File: config.mk
export PLATFORM = sky130hd
export DESIGN_NAME = ysyx_23060236_arbiter
export DESIGN_NICKNAME = d
export VERILOG_FILES = /design/src/rtl/ysyx_23060236_arbiter_pkg.sv /design/src/rtl/ysyx_23060236_arbiter.sv
export SDC_FILE = /design/constraint.sdc
export NUM_CORES = 1
export LEC_CHECK = 0
export BUFFER_PORTS_ARGS = -buffer_cell sky130_fd_sc_hd__buf_4
export CAP_MARGIN = 20
export CORE_AREA = 2 2 163 165
export CTS_BUF_LIST = sky130_fd_sc_hd__clkbuf_16
export DETAILED_ROUTE_END_ITERATION = 8
export DIE_AREA = 0 0 165 167
export PLACE_DENSITY_LB_ADDON = 0.2
export SLEW_MARGIN = 25
export SYNTH_ARGS = -nofsm -noshare
export SYNTH_HDL_FRONTEND = slang
export SYNTH_SLANG_ARGS = --single-unit
File: constraint.sdc
create_clock -name clock -period 3.7 [get_ports clock]
set_input_delay 0.925 -clock clock [delete_from_list [all_inputs] [get_ports clock]]
set_output_delay 0.925 -clock clock [all_outputs]
set_load 0.05 [all_outputs]
File: src/rtl/ysyx_23060236_arbiter_pkg.sv
// Shared encodings for the IFU/LSU AXI arbiter: FSM states and AXI field constants.
package ysyx_23060236_arbiter_pkg;

  typedef enum logic [1:0] {
    ARB_IDLE   = 2'd0,
    ARB_IFU_RD = 2'd1,
    ARB_LSU_RD = 2'd2,
    ARB_LSU_WR = 2'd3
  } arb_state_t;

  localparam logic [1:0] BURST_INCR = 2'b01;
  localparam logic [1:0] RESP_OKAY  = 2'b00;

endpackage

File: src/rtl/ysyx_23060236_arbiter.sv
// Two-requester AXI4 arbiter (IFU read-only, LSU read/write) in front of the MMU.
// One transaction in flight; responses are steered back by the registered grant state.
module ysyx_23060236_arbiter
  import ysyx_23060236_arbiter_pkg::*;
#(
  parameter logic [3:0] IFU_ID = 4'd0,
  parameter logic [3:0] LSU_ID = 4'd1
) (
  input  logic        clock,
  input  logic        reset,
  input  logic        ifu_arvalid,
  output logic        ifu_arready,
  input  logic [31:0] ifu_araddr,
  input  logic [7:0]  ifu_arlen,
  input  logic [2:0]  ifu_arsize,
  output logic        ifu_rvalid,
  input  logic        ifu_rready,
  output logic [31:0] ifu_rdata,
  output logic [1:0]  ifu_rresp,
  output logic        ifu_rlast,
  input  logic        lsu_arvalid,
  output logic        lsu_arready,
  input  logic [31:0] lsu_araddr,
  input  logic [2:0]  lsu_arsize,
  output logic        lsu_rvalid,
  input  logic        lsu_rready,
  output logic [31:0] lsu_rdata,
  output logic [1:0]  lsu_rresp,
  input  logic        lsu_awvalid,
  output logic        lsu_awready,
  input  logic [31:0] lsu_awaddr,
  input  logic [2:0]  lsu_awsize,
  input  logic        lsu_wvalid,
  output logic        lsu_wready,
  input  logic [31:0] lsu_wdata,
  input  logic [3:0]  lsu_wstrb,
  output logic        lsu_bvalid,
  input  logic        lsu_bready,
  output logic [1:0]  lsu_bresp,
  input  logic        v_io_master_awready,
  output logic        v_io_master_awvalid,
  output logic [31:0] v_io_master_awaddr,
  output logic [3:0]  v_io_master_awid,
  output logic [7:0]  v_io_master_awlen,
  output logic [2:0]  v_io_master_awsize,
  output logic [1:0]  v_io_master_awburst,
  input  logic        v_io_master_wready,
  output logic        v_io_master_wvalid,
  output logic [31:0] v_io_master_wdata,
  output logic [3:0]  v_io_master_wstrb,
  output logic        v_io_master_wlast,
  output logic        v_io_master_bready,
  input  logic        v_io_master_bvalid,
  input  logic [1:0]  v_io_master_bresp,
  input  logic [3:0]  v_io_master_bid,
  input  logic        v_io_master_arready,
  output logic        v_io_master_arvalid,
  output logic [31:0] v_io_master_araddr,
  output logic [3:0]  v_io_master_arid,
  output logic [7:0]  v_io_master_arlen,
  output logic [2:0]  v_io_master_arsize,
  output logic [1:0]  v_io_master_arburst,
  output logic        v_io_master_rready,
  input  logic        v_io_master_rvalid,
  input  logic [1:0]  v_io_master_rresp,
  input  logic [31:0] v_io_master_rdata,
  input  logic        v_io_master_rlast,
  input  logic [3:0]  v_io_master_rid
);

  arb_state_t state_q, state_d;
  logic ar_sent_q, ar_sent_d;
  logic aw_sent_q, aw_sent_d;
  logic w_sent_q, w_sent_d;
  logic last_grant_q, last_grant_d;

  logic ifu_g, lsu_rd_g, lsu_wr_g;
  logic ar_hs, aw_hs, w_hs, r_hs, b_hs;
  logic unused_ok;

  // rid/bid carry no routing information: the grant state alone steers responses.
  assign unused_ok = ^{v_io_master_rid, v_io_master_bid};

  assign ifu_g    = (state_q == ARB_IFU_RD);
  assign lsu_rd_g = (state_q == ARB_LSU_RD);
  assign lsu_wr_g = (state_q == ARB_LSU_WR);

  assign v_io_master_arvalid = ((ifu_g & ifu_arvalid) | (lsu_rd_g & lsu_arvalid)) & ~ar_sent_q;
  assign v_io_master_araddr  = lsu_rd_g ? lsu_araddr : ifu_araddr;
  assign v_io_master_arid    = lsu_rd_g ? LSU_ID : IFU_ID;
  assign v_io_master_arlen   = ifu_g ? ifu_arlen : 8'd0;
  assign v_io_master_arsize  = lsu_rd_g ? lsu_arsize : ifu_arsize;
  assign v_io_master_arburst = BURST_INCR;
  assign ifu_arready = ifu_g & v_io_master_arready & ~ar_sent_q;
  assign lsu_arready = lsu_rd_g & v_io_master_arready & ~ar_sent_q;

  assign ifu_rvalid = ifu_g & v_io_master_rvalid;
  assign ifu_rdata  = v_io_master_rdata;
  assign ifu_rresp  = ifu_g ? v_io_master_rresp : RESP_OKAY;
  assign ifu_rlast  = ifu_g & v_io_master_rlast;
  assign lsu_rvalid = lsu_rd_g & v_io_master_rvalid;
  assign lsu_rdata  = v_io_master_rdata;
  assign lsu_rresp  = lsu_rd_g ? v_io_master_rresp : RESP_OKAY;
  assign v_io_master_rready = (ifu_g & ifu_rready) | (lsu_rd_g & lsu_rready);

  assign v_io_master_awvalid = lsu_wr_g & lsu_awvalid & ~aw_sent_q;
  assign v_io_master_awaddr  = lsu_awaddr;
  assign v_io_master_awid    = LSU_ID;
  assign v_io_master_awlen   = 8'd0;
  assign v_io_master_awsize  = lsu_awsize;
  assign v_io_master_awburst = BURST_INCR;
  assign lsu_awready = lsu_wr_g & v_io_master_awready & ~aw_sent_q;

  assign v_io_master_wvalid = lsu_wr_g & lsu_wvalid & ~w_sent_q;
  assign v_io_master_wdata  = lsu_wdata;
  assign v_io_master_wstrb  = lsu_wstrb;
  assign v_io_master_wlast  = 1'b1;
  assign lsu_wready = lsu_wr_g & v_io_master_wready & ~w_sent_q;

  assign lsu_bvalid = lsu_wr_g & v_io_master_bvalid;
  assign lsu_bresp  = lsu_wr_g ? v_io_master_bresp : RESP_OKAY;
  assign v_io_master_bready = lsu_wr_g & lsu_bready;

  assign ar_hs = v_io_master_arvalid & v_io_master_arready;
  assign aw_hs = v_io_master_awvalid & v_io_master_awready;
  assign w_hs  = v_io_master_wvalid & v_io_master_wready;
  assign r_hs  = v_io_master_rvalid & v_io_master_rready;
  assign b_hs  = v_io_master_bvalid & v_io_master_bready;

  always_comb begin
    state_d      = state_q;
    ar_sent_d    = ar_sent_q;
    aw_sent_d    = aw_sent_q;
    w_sent_d     = w_sent_q;
    last_grant_d = last_grant_q;
    case (state_q)
      ARB_IDLE: begin
        if (lsu_awvalid) begin
          state_d = ARB_LSU_WR;
        end else if (lsu_arvalid && (!ifu_arvalid || !last_grant_q)) begin
          state_d      = ARB_LSU_RD;
          last_grant_d = 1'b1;
        end else if (ifu_arvalid) begin
          state_d      = ARB_IFU_RD;
          last_grant_d = 1'b0;
        end
      end
      ARB_IFU_RD: begin
        if (ar_hs) ar_sent_d = 1'b1;
        if (r_hs && v_io_master_rlast) begin
          state_d   = ARB_IDLE;
          ar_sent_d = 1'b0;
        end
      end
      // The LSU issues single-beat reads only, so any accepted beat ends it.
      ARB_LSU_RD: begin
        if (ar_hs) ar_sent_d = 1'b1;
        if (r_hs) begin
          state_d   = ARB_IDLE;
          ar_sent_d = 1'b0;
        end
      end
      ARB_LSU_WR: begin
        if (aw_hs) aw_sent_d = 1'b1;
        if (w_hs)  w_sent_d  = 1'b1;
        if (b_hs) begin
          state_d   = ARB_IDLE;
          aw_sent_d = 1'b0;
          w_sent_d  = 1'b0;
        end
      end
      default: state_d = ARB_IDLE;
    endcase
  end

  always_ff @(posedge clock or posedge reset) begin
    if (reset) begin
      state_q      <= ARB_IDLE;
      ar_sent_q    <= 1'b0;
      aw_sent_q    <= 1'b0;
      w_sent_q     <= 1'b0;
      last_grant_q <= 1'b1;
    end else begin
      state_q      <= state_d;
      ar_sent_q    <= ar_sent_d;
      aw_sent_q    <= aw_sent_d;
      w_sent_q     <= w_sent_d;
      last_grant_q <= last_grant_d;
    end
  end

endmodule

* Yosys cells after proc, flatten, opt, wreduce, memory -nomap -nowiden
Cells that the tools add are included.
** Word-level totals
- Memory bits (writable) :: 0
- Memories kept :: 0
- Output and inout port bits :: 218
- Word-level logic and storage cells :: 83
- Input port bits :: 208
- Latch bits :: 0
- Bits in registers :: 6
- Memory bits (read-only) :: 0
** Operators by class
- Mux-type cells :: 24
- Bitwise operators :: 33
- Eq/ne operators :: 7
- $add $sub $neg :: 0
- Multipliers :: 0
- Shifts and indexed selects :: 0
- Div/mod/pow operators :: 0
- Order comparisons :: 0
- Reduce and logical (&&, ||, !) cells :: 14
** Operators by type and width (number)
- $mux 32 :: 1
- $and 1x1->1 :: 27
- $mux 2 :: 9
- $mux 1 :: 10
- $mux 8 :: 1
- $pmux 2 s4 :: 1
- $reduce_bool 2->1 :: 4
- $ne 2x1->1 const B :: 3
- $eq 2x2->1 const B :: 2
- $ne 4x4->1 const B :: 1
- $not 1->1 :: 4
- $reduce_and 2->1 :: 2
- $reduce_and 4->1 :: 1
- $mux 3 :: 1
- $reduce_and 3->1 :: 1
- $eq 2x1->1 const B :: 1
- $logic_and 1x1->1 :: 2
- $logic_not 1->1 :: 2
- $logic_not 2->1 :: 1
- $or 1x1->1 :: 2
- $pmux 1 s2 :: 1
- $logic_or 1x1->1 :: 1

* Longest topological paths before layout
Gate-level depths: netlist of run 1.
- Word-level depth :: 8
- Depth in mapped cells :: 7
- Gate-level depth less buffers :: 6

* Worst setup path before layout of run 1
Ideal clock, no wire load.
- Path kind :: input to output
- Start point :: in ifu_arvalid
- End point :: out v_io_master_arvalid
- Slack :: 1.102 ns
- Required time :: 2.775 ns
- Stages :: 2
- Path buffers :: 0
- Arrival :: 1.673 ns
- Cell sequence :: a22oi_1 > nor2_1
** Between the ends
- Longest elaborated chain between the ends :: 3
** Ends and longest elaborated chain
- from (decl) :: line ysyx_23060236_arbiter.sv:11 : input logic ifu_arvalid,
- $and 1x1->1 :: line ysyx_23060236_arbiter.sv:88 : assign v_io_master_arvalid = ((ifu_g & ifu_arvalid) | (lsu_rd_g & lsu_arvalid)) & ~ar_sent_q;
- $or 1x1->1 :: line ysyx_23060236_arbiter.sv:88
- $and 1x1->1 :: line ysyx_23060236_arbiter.sv:88
- to (decl) :: line ysyx_23060236_arbiter.sv:57 : output logic v_io_master_arvalid,
Every way passes these cells.

* Final worst setup path of run 1
- Start point :: reg state_q[0]
- End point :: out v_io_master_araddr[2]
** Between the ends
- Longest elaborated chain between the ends :: 2
** Ends and longest elaborated chain
- from (decl) :: line ysyx_23060236_arbiter.sv:71 : arb_state_t state_q, state_d;
- from (signal assigned) :: line ysyx_23060236_arbiter.sv:184 : state_q <= state_d;
- $eq 2x2->1 :: line ysyx_23060236_arbiter.sv:85 : assign lsu_rd_g = (state_q == ARB_LSU_RD);
- $mux 32 :: line ysyx_23060236_arbiter.sv:89 : assign v_io_master_araddr = lsu_rd_g ? lsu_araddr : ifu_araddr;
- to (decl) :: line ysyx_23060236_arbiter.sv:58 : output logic [31:0] v_io_master_araddr,
Every way passes these cells.

==> results of run 1 <==
[cells by family after synthesis]
kind of cell	Yosys count
flops	6
compound gates	16
buf+inv	169
simple gates	36
other cells	2
fa+ha+maj	5
mux	37
[routing by layer]
| layer | part of all wire [%] | track usage (%) |
|---|---|---|
| met5 | 0.37 | 0 |
| met1 | 20 | 2.46 |
| met3 | 17 | 2.71 |
| met2 | 58 | 10.9 |
| met4 | 4.7 | 3.36 |
[flip-flops by register name, summed over array words and instances (netlist names)]
name          flops
aw_sent_q         1
w_sent_q          1
last_grant_q      1
ar_sent_q         1
state_q           2
[worst reg2reg max path: stages, from the launching register on]
cell and delay [ns]:
dfrtp_1 0.39, inv_1 0.14, ha_2 0.62, buf_12 0.26, nand2_2 0.07, a32oi_1 0.18, nand3_1 0.14, mux2i_1 0.15
[metrics by stage]
step / setup slack [ns] / cells / util (%)
2_1_floorplan: 1.10 / 289 / -
3_3_place_gp: 0.825 / 620 / 10.4
3_5_place_dp: 0.769 / 620 / 10.4
4_1_cts: 0.529 / 624 / 10.7
5_1_grt: 0.455 / 624 / 10.7
6_report: 0.577 / 624 / 10.7
[path summary, 6_finish.rpt]
check | from | end | slack [ns] | cells after the start
worst max-delay path | state_q[0] | v_io_master_araddr[2] | 0.58 | 5
worst min-delay path | last_grant_q | last_grant_q | 0.52 | 2
worst max register to register | state_q[0] | state_q[0] | 1.63 | 7
worst min register to register | last_grant_q | last_grant_q | 0.52 | 2
max in group asynchronous | reset | last_grant_q | 2.78 | 2
min in group asynchronous | reset | aw_sent_q | 0.64 | 2
[layout make-up]
cell class / count / area (um2) / area share (%)
multi-input cells: 114 / 877 / 31.8
flip-flops and latches: 6 / 151 / 5.49
repair buffers: 160 / 1210 / 44.0
inverters: 5 / 18.8 / 0.680
well taps: 335 / 419 / 15.2
clock buffers: 3 / 75.1 / 2.72
clock inverters: 1 / 3.75 / 0.136
[placed cells by master (no fill, tap or decap), types with 3 or more instances in the layout]
| cell | count |
|---|---|
| nand2_1 | 5 |
| and3b_1 | 6 |
| buf_4 | 159 |
| ha_1 | 4 |
| conb_1 | 20 |
| mux2_2 | 35 |
| inv_1 | 6 |
| a31oi_1 | 4 |
| a21oi_1 | 5 |
| dfrtp_1 | 5 |
| clkbuf_16 | 3 |
| and2_1 | 19 |
[report_power, final]
group,internal [mW],total [mW],switching (mW)
clock network,0.141,0.183,0.0425
logic,0.532,1.54,1.01
registers,0.103,0.127,0.0241
total,0.775,1.85,1.07
==> impl_metrics.yaml, run 1 <==
run_status:
  status: "finished clean"
finish:
  syn_to_final_growth_pct: 26.1
  fin_nets: 503
  n_fill_cell: 2979
  final_area_um2: 2760
  drive_above_1_share_pct: 69.6
  insertedDiodeCount: 0
logic_synthesis:
  synth_area_leader_cell: "buf_4"
  synth_compound_area_share_pct: 4.63
  synth_top_family_by_area: "buffers and inverters"
  synth_adder_area_share_pct: 2.86
  yosysMostFrequentCell: "buf_4"
  avgSynthCellArea_um2: 8.08
  ys_ff_latch: 6
  ys_types: 27
  synth_top_area_share_pct: 53.9
  synthTopCellsByArea: "buf_4 (54%), mux2_2 (18%), dfrtp_1 (5.7%)"
  synthXorXnorAreaFrac_pct: 0
  syn_inst: 271
  synth-simple-area-share_pct: 10.1
  ys.flop_type: "dfrtp_1"
  muxShareOfSynthArea_pct: 18.9
  synth_warnings: 0
  synth-seq-area-share_pct: 6.92
  synth_edf_count: 0
  ys_top_cells_by_count: "buf_4 (157), mux2_2 (35), and2_1 (19), and3b_1 (6)"
  async_reset_ff_share_pct: 100
  synth_area_um2: 2190
die:
  die_h_um: 167
  start_util_pct: 8.49
  die_w_um: 165
  io_pins: 426
  dieArea_um2: 27600
  core_area_um2: 25800
  rows: 59
sta:
  finClkSkew_ns: 0.00337
  finalHoldViolations: 0
  rsz0062_at_grt: "no"
  slew_violations: 0
  slew_headroom_pct: 57.9
  hold_slack_ns: 0.519
  finalSetupTns_ns: 0
  fin_crit_ns: 3.12
  period_share_pct: 84.4
  setup_viol: 0
  fmax_mhz: 320
  tightest_slew_ns: 0.632
route:
  wl_per_cell_um: 12.7
  via_count: 1669
  firstDrtPassIters: 4
  ant_nets: 0
  via_per_inst: 2.67
  drt_iter0_markers: 21
  drc: 0
  wirelength_mm: 7.93
placement:
  place_area_um2: 2680
  io_buffers: 159
  dp_hpwl_mm: 7.06
  gp_congestion: 0.683
grt:
  grt_use_total_pct: 4.98
  first_global_vias: 1710
  antenna_found_initial: 2
  grt_pass1_wl_mm: 9.98
  grt-ovfl-total: 0
  grt_max_degree: 24
cts:
  clk_pin_slew_ns: 0.04
  cts_resized: 0
  clockRootBuffer: "clkbuf_16"
  ctsHoldBuffers: 0
  cts_buffer_depth: 2
  cts_buffers: 3
  postCtsSetupBuffers: 0
  cts_sinks: 6
  cts_max_level: 1
  cts_tree: "yes"
  clk_latency_ns: 0.23
power:
  p_per_area_nw_per_um2: 671
  p_leak_nw: 1.33
  irDropWorstVdd_uv: 220
  power_mw: 1.85
worst_setup_path:
  crit_type: "reg2out"
  cp_slowest_cell: "ha_2"
  crit_chain: "inv_1, ha_2, buf_12, mux2_2, buf_4"
  endpoint_kind: "primary output"
  required_ns: 2.77
  cp_slowest_stage_delay_ns: 0.62
  crit_fanout: 23
  crit_buf_inv: 3
  crit_family: "adder cells"
  cp.arrival_ns: 2.20
  cp-start-kind: "flip-flop"
job:
  cap_viol_max_count: 0
worst_hold_path:
  min_path_type: "reg2reg"
No activity file was read; power rests on OpenSTA's default activity.
==> run 2: changes to the inputs <==
--- a/config.mk
+++ b/config.mk
@@ -7,10 +7,10 @@
 export LEC_CHECK = 0
 export BUFFER_PORTS_ARGS = -buffer_cell sky130_fd_sc_hd__buf_4
 export CAP_MARGIN = 20
-export CORE_AREA = 2 2 163 165
+export CORE_AREA = 2 2 164 166
 export CTS_BUF_LIST = sky130_fd_sc_hd__clkbuf_16
 export DETAILED_ROUTE_END_ITERATION = 8
-export DIE_AREA = 0 0 165 167
+export DIE_AREA = 0 0 166 168
 export PLACE_DENSITY_LB_ADDON = 0.2
 export SLEW_MARGIN = 25
 export SYNTH_ARGS = -nofsm -noshare
==> constraint.sdc (replaced) <==
create_clock -name clock -period 2.9 [get_ports clock]
set_input_delay 0.725 -clock clock [delete_from_list [all_inputs] [get_ports clock]]
set_output_delay 0.725 -clock clock [all_outputs]
set_load 0.05 [all_outputs]
==> impl_metrics.yaml, run 2 (same netlist as run 1, synthesis figures left out) <==
grt:
  met3_usage_pct: 3.41
  grt-ovfl-total: 0
  grt_pass1_wl_mm: 11.4
  grt_use_total_pct: 5.51
  antenna_found_initial: 1
  grtUsageMet2_pct: 10.8
  first_global_vias: 1783
  grtUsageMet1_pct: 3.74
  top_usage_layer: "met2"
  grt_max_degree: 39
route:
  wl_per_cell_um: 13.3
  firstDrtPassIters: 4
  drc: 0
  ant_nets: 0
  drt_iter0_markers: 16
  via_count: 1720
  via_per_inst: 2.72
  wirelength_mm: 8.43
finish:
  n_fill_cell: 3068
  fin_nets: 505
  mostFrequentLayoutCells: "buf_4 (161), mux2_2 (35), conb_1 (20), and2_1 (19)"
  regMostFlops: "state_q"
  largest_reg_flops: 2
  final_common_cell: "buf_4"
  fin_cells: 632
  multi_input_area_um2: 877
  insertedDiodeCount: 0
  syn_to_final_growth_pct: 27.1
  drive_above_1_share_pct: 69.8
  ff_latch_area_um2: 151
worst_setup_path:
  crit_buf_inv: 3
  crit_chain: "inv_1, ha_2, buf_12, mux2_2, buf_4"
  cp.arrival_ns: 1.95
  cp_slowest_cell: "dfrtp_1"
  crit_type: "reg2out"
  cp-start-kind: "flip-flop"
  crit_fanout: 38
  cp_slowest_stage_delay_ns: 0.39
  endpoint_kind: "primary output"
  required_ns: 2.17
  crit_family: "buffers and inverters"
cts:
  cts_resized: 0
  cts_max_level: 1
  ctsHoldBuffers: 0
  clockRootBuffer: "clkbuf_16"
  clk_latency_ns: 0.23
  postCtsSetupBuffers: 0
  clk_pin_slew_ns: 0.04
  cts_buffers: 3
  cts_buffer_depth: 2
  cts_tree: "yes"
  cts_sinks: 6
placement:
  dpl_worst_slack_ns: 0.461
  dp_hpwl_mm: 7.54
  gp_congestion: 0.888
  io_buffers: 159
  dp.cells: 628
job:
  cap_viol_max_count: 0
power:
  power_mw: 2.40
  p_per_area_nw_per_um2: 864
  irDropWorstVdd_uv: 262
  p_leak_nw: 1.34
sta:
  finalSetupTns_ns: 0
  hold_slack_ns: 0.449
  fin_crit_ns: 2.67
  setup_viol: 0
  period_share_pct: 92.1
  slew_violations: 0
  setup_ws_ns: 0.230
  finClkSkew_ns: 0.00801
  rsz0062_at_grt: "no"
  fmax_mhz: 375
  finalHoldViolations: 0
die:
  die_h_um: 168
  io_pins: 426
  die_w_um: 166
  start_util_pct: 8.30
  rows: 60
  core_area_um2: 26400
  dieArea_um2: 27900
run_status:
  status: "finished clean"
worst_hold_path:
  min_path_type: "in2async"
run 2: cell count changes in the layout (fill, tap and decap cells not counted):
cell / previous run / this run
buf_4: 159 / 161
run 2: per-layer routing:
metal	part of all wire, %	vias up	routed length [um]
met4	6.9	0	582
met1	23	736	1950
met2	53	199	4440
met5	0	-	0
li1	-	737	-
met3	17	48	1450
run 2: layout make-up:
class	instances	area share [%]
Tap cell	341	15.3
Multi-Input combinational cell	114	31.5
Sequential cell	6	5.44
Clock inverter	1	0.135
Timing Repair Buffer	162	44.2
Inverter	5	0.675
Clock buffer	3	2.70
run 2: final timing paths:
path,startpoint,end,slack [ns],cells after the start
max in group asynchronous,reset,last_grant_q,2.15,2
max,state_q[0],v_io_master_araddr[5],0.23,5
max reg2reg,state_q[0],state_q[0],1.35,6
min in group clock,aw_sent_q,aw_sent_q,0.53,2
min reg2reg,aw_sent_q,aw_sent_q,0.53,2
min,reset,aw_sent_q,0.45,2
run 2: power by group:
part,switching [mW],internal (mW),leakage (nW)
registers,0.0292,0.131,0.0722
logic,1.32,0.692,1.22
clock network,0.0518,0.179,0.0423
run 2: stage by stage:
step	cell area [um2]	utilization [%]
detailed placement	2700	10.3
finish	2780	10.6
floorplan	2260	-
global route	2780	10.6
CTS	2780	10.6
global placement	2700	10.3
==> run 3: changes to the inputs <==
==> constraint.sdc (replaced) <==
create_clock -name clock -period 2.9 [get_ports clock]
set_input_delay 0.725 -clock clock [delete_from_list [all_inputs] [get_ports clock]]
set_output_delay 0.725 -clock clock [all_outputs]
set_load 0.02 [all_outputs]
==> impl_metrics.yaml, run 3 (same netlist as run 1, synthesis figures left out) <==
run_status:
  status: "finished clean"
placement:
  gp_congestion: 0.889
  place_area_um2: 2700
  io_buffers: 159
  dp.cells: 627
  dp_hpwl_mm: 7.55
power:
  switchingPower_mw: 0.837
  irDropWorstVdd_uv: 206
  p_sw_share_pct: 45.9
  p_int_mw: 0.986
  p_seq_share_pct: 8.8
  combPwrFrac_pct: 78.6
  clkPwrFrac_pct: 12.5
  p_leak_nw: 1.33
  p_per_area_nw_per_um2: 657
grt:
  grt_use_total_pct: 5.46
  top_usage_layer: "met2"
  met3_usage_pct: 3.03
  first_global_vias: 1749
  antenna_found_initial: 0
  grt_pass1_wl_mm: 11.3
  grtUsageMet2_pct: 10.7
  grt-ovfl-total: 0
  grt_max_degree: 40
  grtUsageMet1_pct: 3.90
finish:
  ff_latch_area_um2: 151
  drive_above_1_share_pct: 69.7
  fin_cells: 631
  multi_input_area_um2: 877
  syn_to_final_growth_pct: 26.8
  n_fill_cell: 3041
  fin_util_pct: 10.5
  regMostFlops: "state_q"
  mostFrequentLayoutCells: "buf_4 (160), mux2_2 (35), conb_1 (20), and2_1 (19)"
  final_common_cell: "buf_4"
  final_area_um2: 2770
  insertedDiodeCount: 0
  largest_reg_flops: 2
  fin_nets: 504
worst_setup_path:
  endpoint_kind: "primary output"
  crit_chain: "inv_1, ha_2, buf_12, mux2_2, buf_4"
  required_ns: 2.17
  cp_slowest_cell: "dfrtp_1"
  crit_family: "buffers and inverters"
  crit_end: "v_io_master_araddr[5]"
  r2r_end: "state_q[0]"
  crit_buf_inv: 3
  path_depth: 5
  worstSetupStartpoint: "state_q[0]"
  crit_fanout: 39
  cp_slowest_stage_delay_ns: 0.39
  cp-start-kind: "flip-flop"
  crit_type: "reg2out"
  reg2reg_depth: 6
  r2r_slack_ns: 1.37
  timing.rr.start: "state_q[1]"
  cp.arrival_ns: 1.90
job:
  cap_viol_max_count: 0
die:
  rows: 60
  die_h_um: 168
  start_util_pct: 8.30
  io_pins: 426
  die_w_um: 166
  dieArea_um2: 27900
  core_area_um2: 26400
sta:
  fmax_mhz: 382
  fin_crit_ns: 2.62
  finalSetupTns_ns: 0
  finClkSkew_ns: 0.00484
  slew_violations: 0
  setup_viol: 0
  period_share_pct: 90.4
  rsz0062_at_grt: "no"
  finalHoldViolations: 0
route:
  drc: 0
  wirelength_mm: 8.46
  drt_iter0_markers: 21
  firstDrtPassIters: 4
  via_per_inst: 2.73
  via_count: 1720
  wl_per_cell_um: 13.4
  ant_nets: 0
cts:
  clockRootBuffer: "clkbuf_16"
  cts_buffers: 3
  clk_pin_slew_ns: 0.04
  cts_sinks: 6
  cts_resized: 0
  clk_latency_ns: 0.23
  cts_max_level: 1
  ctsHoldBuffers: 0
  cts_buffer_depth: 2
  cts_tree: "yes"
  postCtsSetupBuffers: 0
worst_hold_path:
  min_path_type: "in2async"
[run 3: power by group through the flow]
stage	Clock (mW)	Sequential [mW]	Combinational, mW
floorplan	0	0.154	1.14
global placement	0	0.160	1.47
detailed placement	0	0.162	1.47
CTS	0.238	0.162	1.47
global route	0.246	0.171	1.55
finish	0.228	0.161	1.43
[run 3: metal layers]
layer / part of all wire, % / vias to the layer above
li1: - / 733
met1: 25 / 739
met2: 53 / 200
met3: 16 / 48
met4: 6.8 / 0
met5: 0 / -
[run 3: how the worst min path moves through the flow]
stage,endpoint,slack (ns),cells past startpoint
after global routing,w_sent_q,0.47,2
after floorplan,aw_sent_q,0.50,2
after detailed placement,last_grant_q,0.53,2
after CTS,w_sent_q,0.46,2
final,w_sent_q,0.45,2
after global placement,last_grant_q,0.51,2
[run 3: area by class of cell]
cell class	instances	area share [%]
tap	341	15.4
timing repair buffer	161	44.0
clock buffer	3	2.71
sequential	6	5.46
clock inverter	1	0.135
inverter	5	0.677
multi-input combinational	114	31.6
[run 3: metrics by stage]
stage	total power [mW]	setup slack (ns)	hold WS, ns
3_3_place_gp	1.63	0.510	0.512
6_report	1.82	0.279	0.446
2_1_floorplan	1.30	0.788	0.498
5_1_grt	1.97	0.153	0.469
4_1_cts	1.87	0.241	0.462
3_5_place_dp	1.64	0.490	0.530
[run 3: worst register-to-register path: cells and delay by family, from the launching register on]
kind / cells / cell delay [ns]
DFF: 1 / 0.39
AOI/OAI and AO/OA: 2 / 0.26
buffers and inverters: 1 / 0.13
adders and majority gates: 1 / 0.33
and+or+nand+nor: 1 / 0.16
muxes: 1 / 0.15
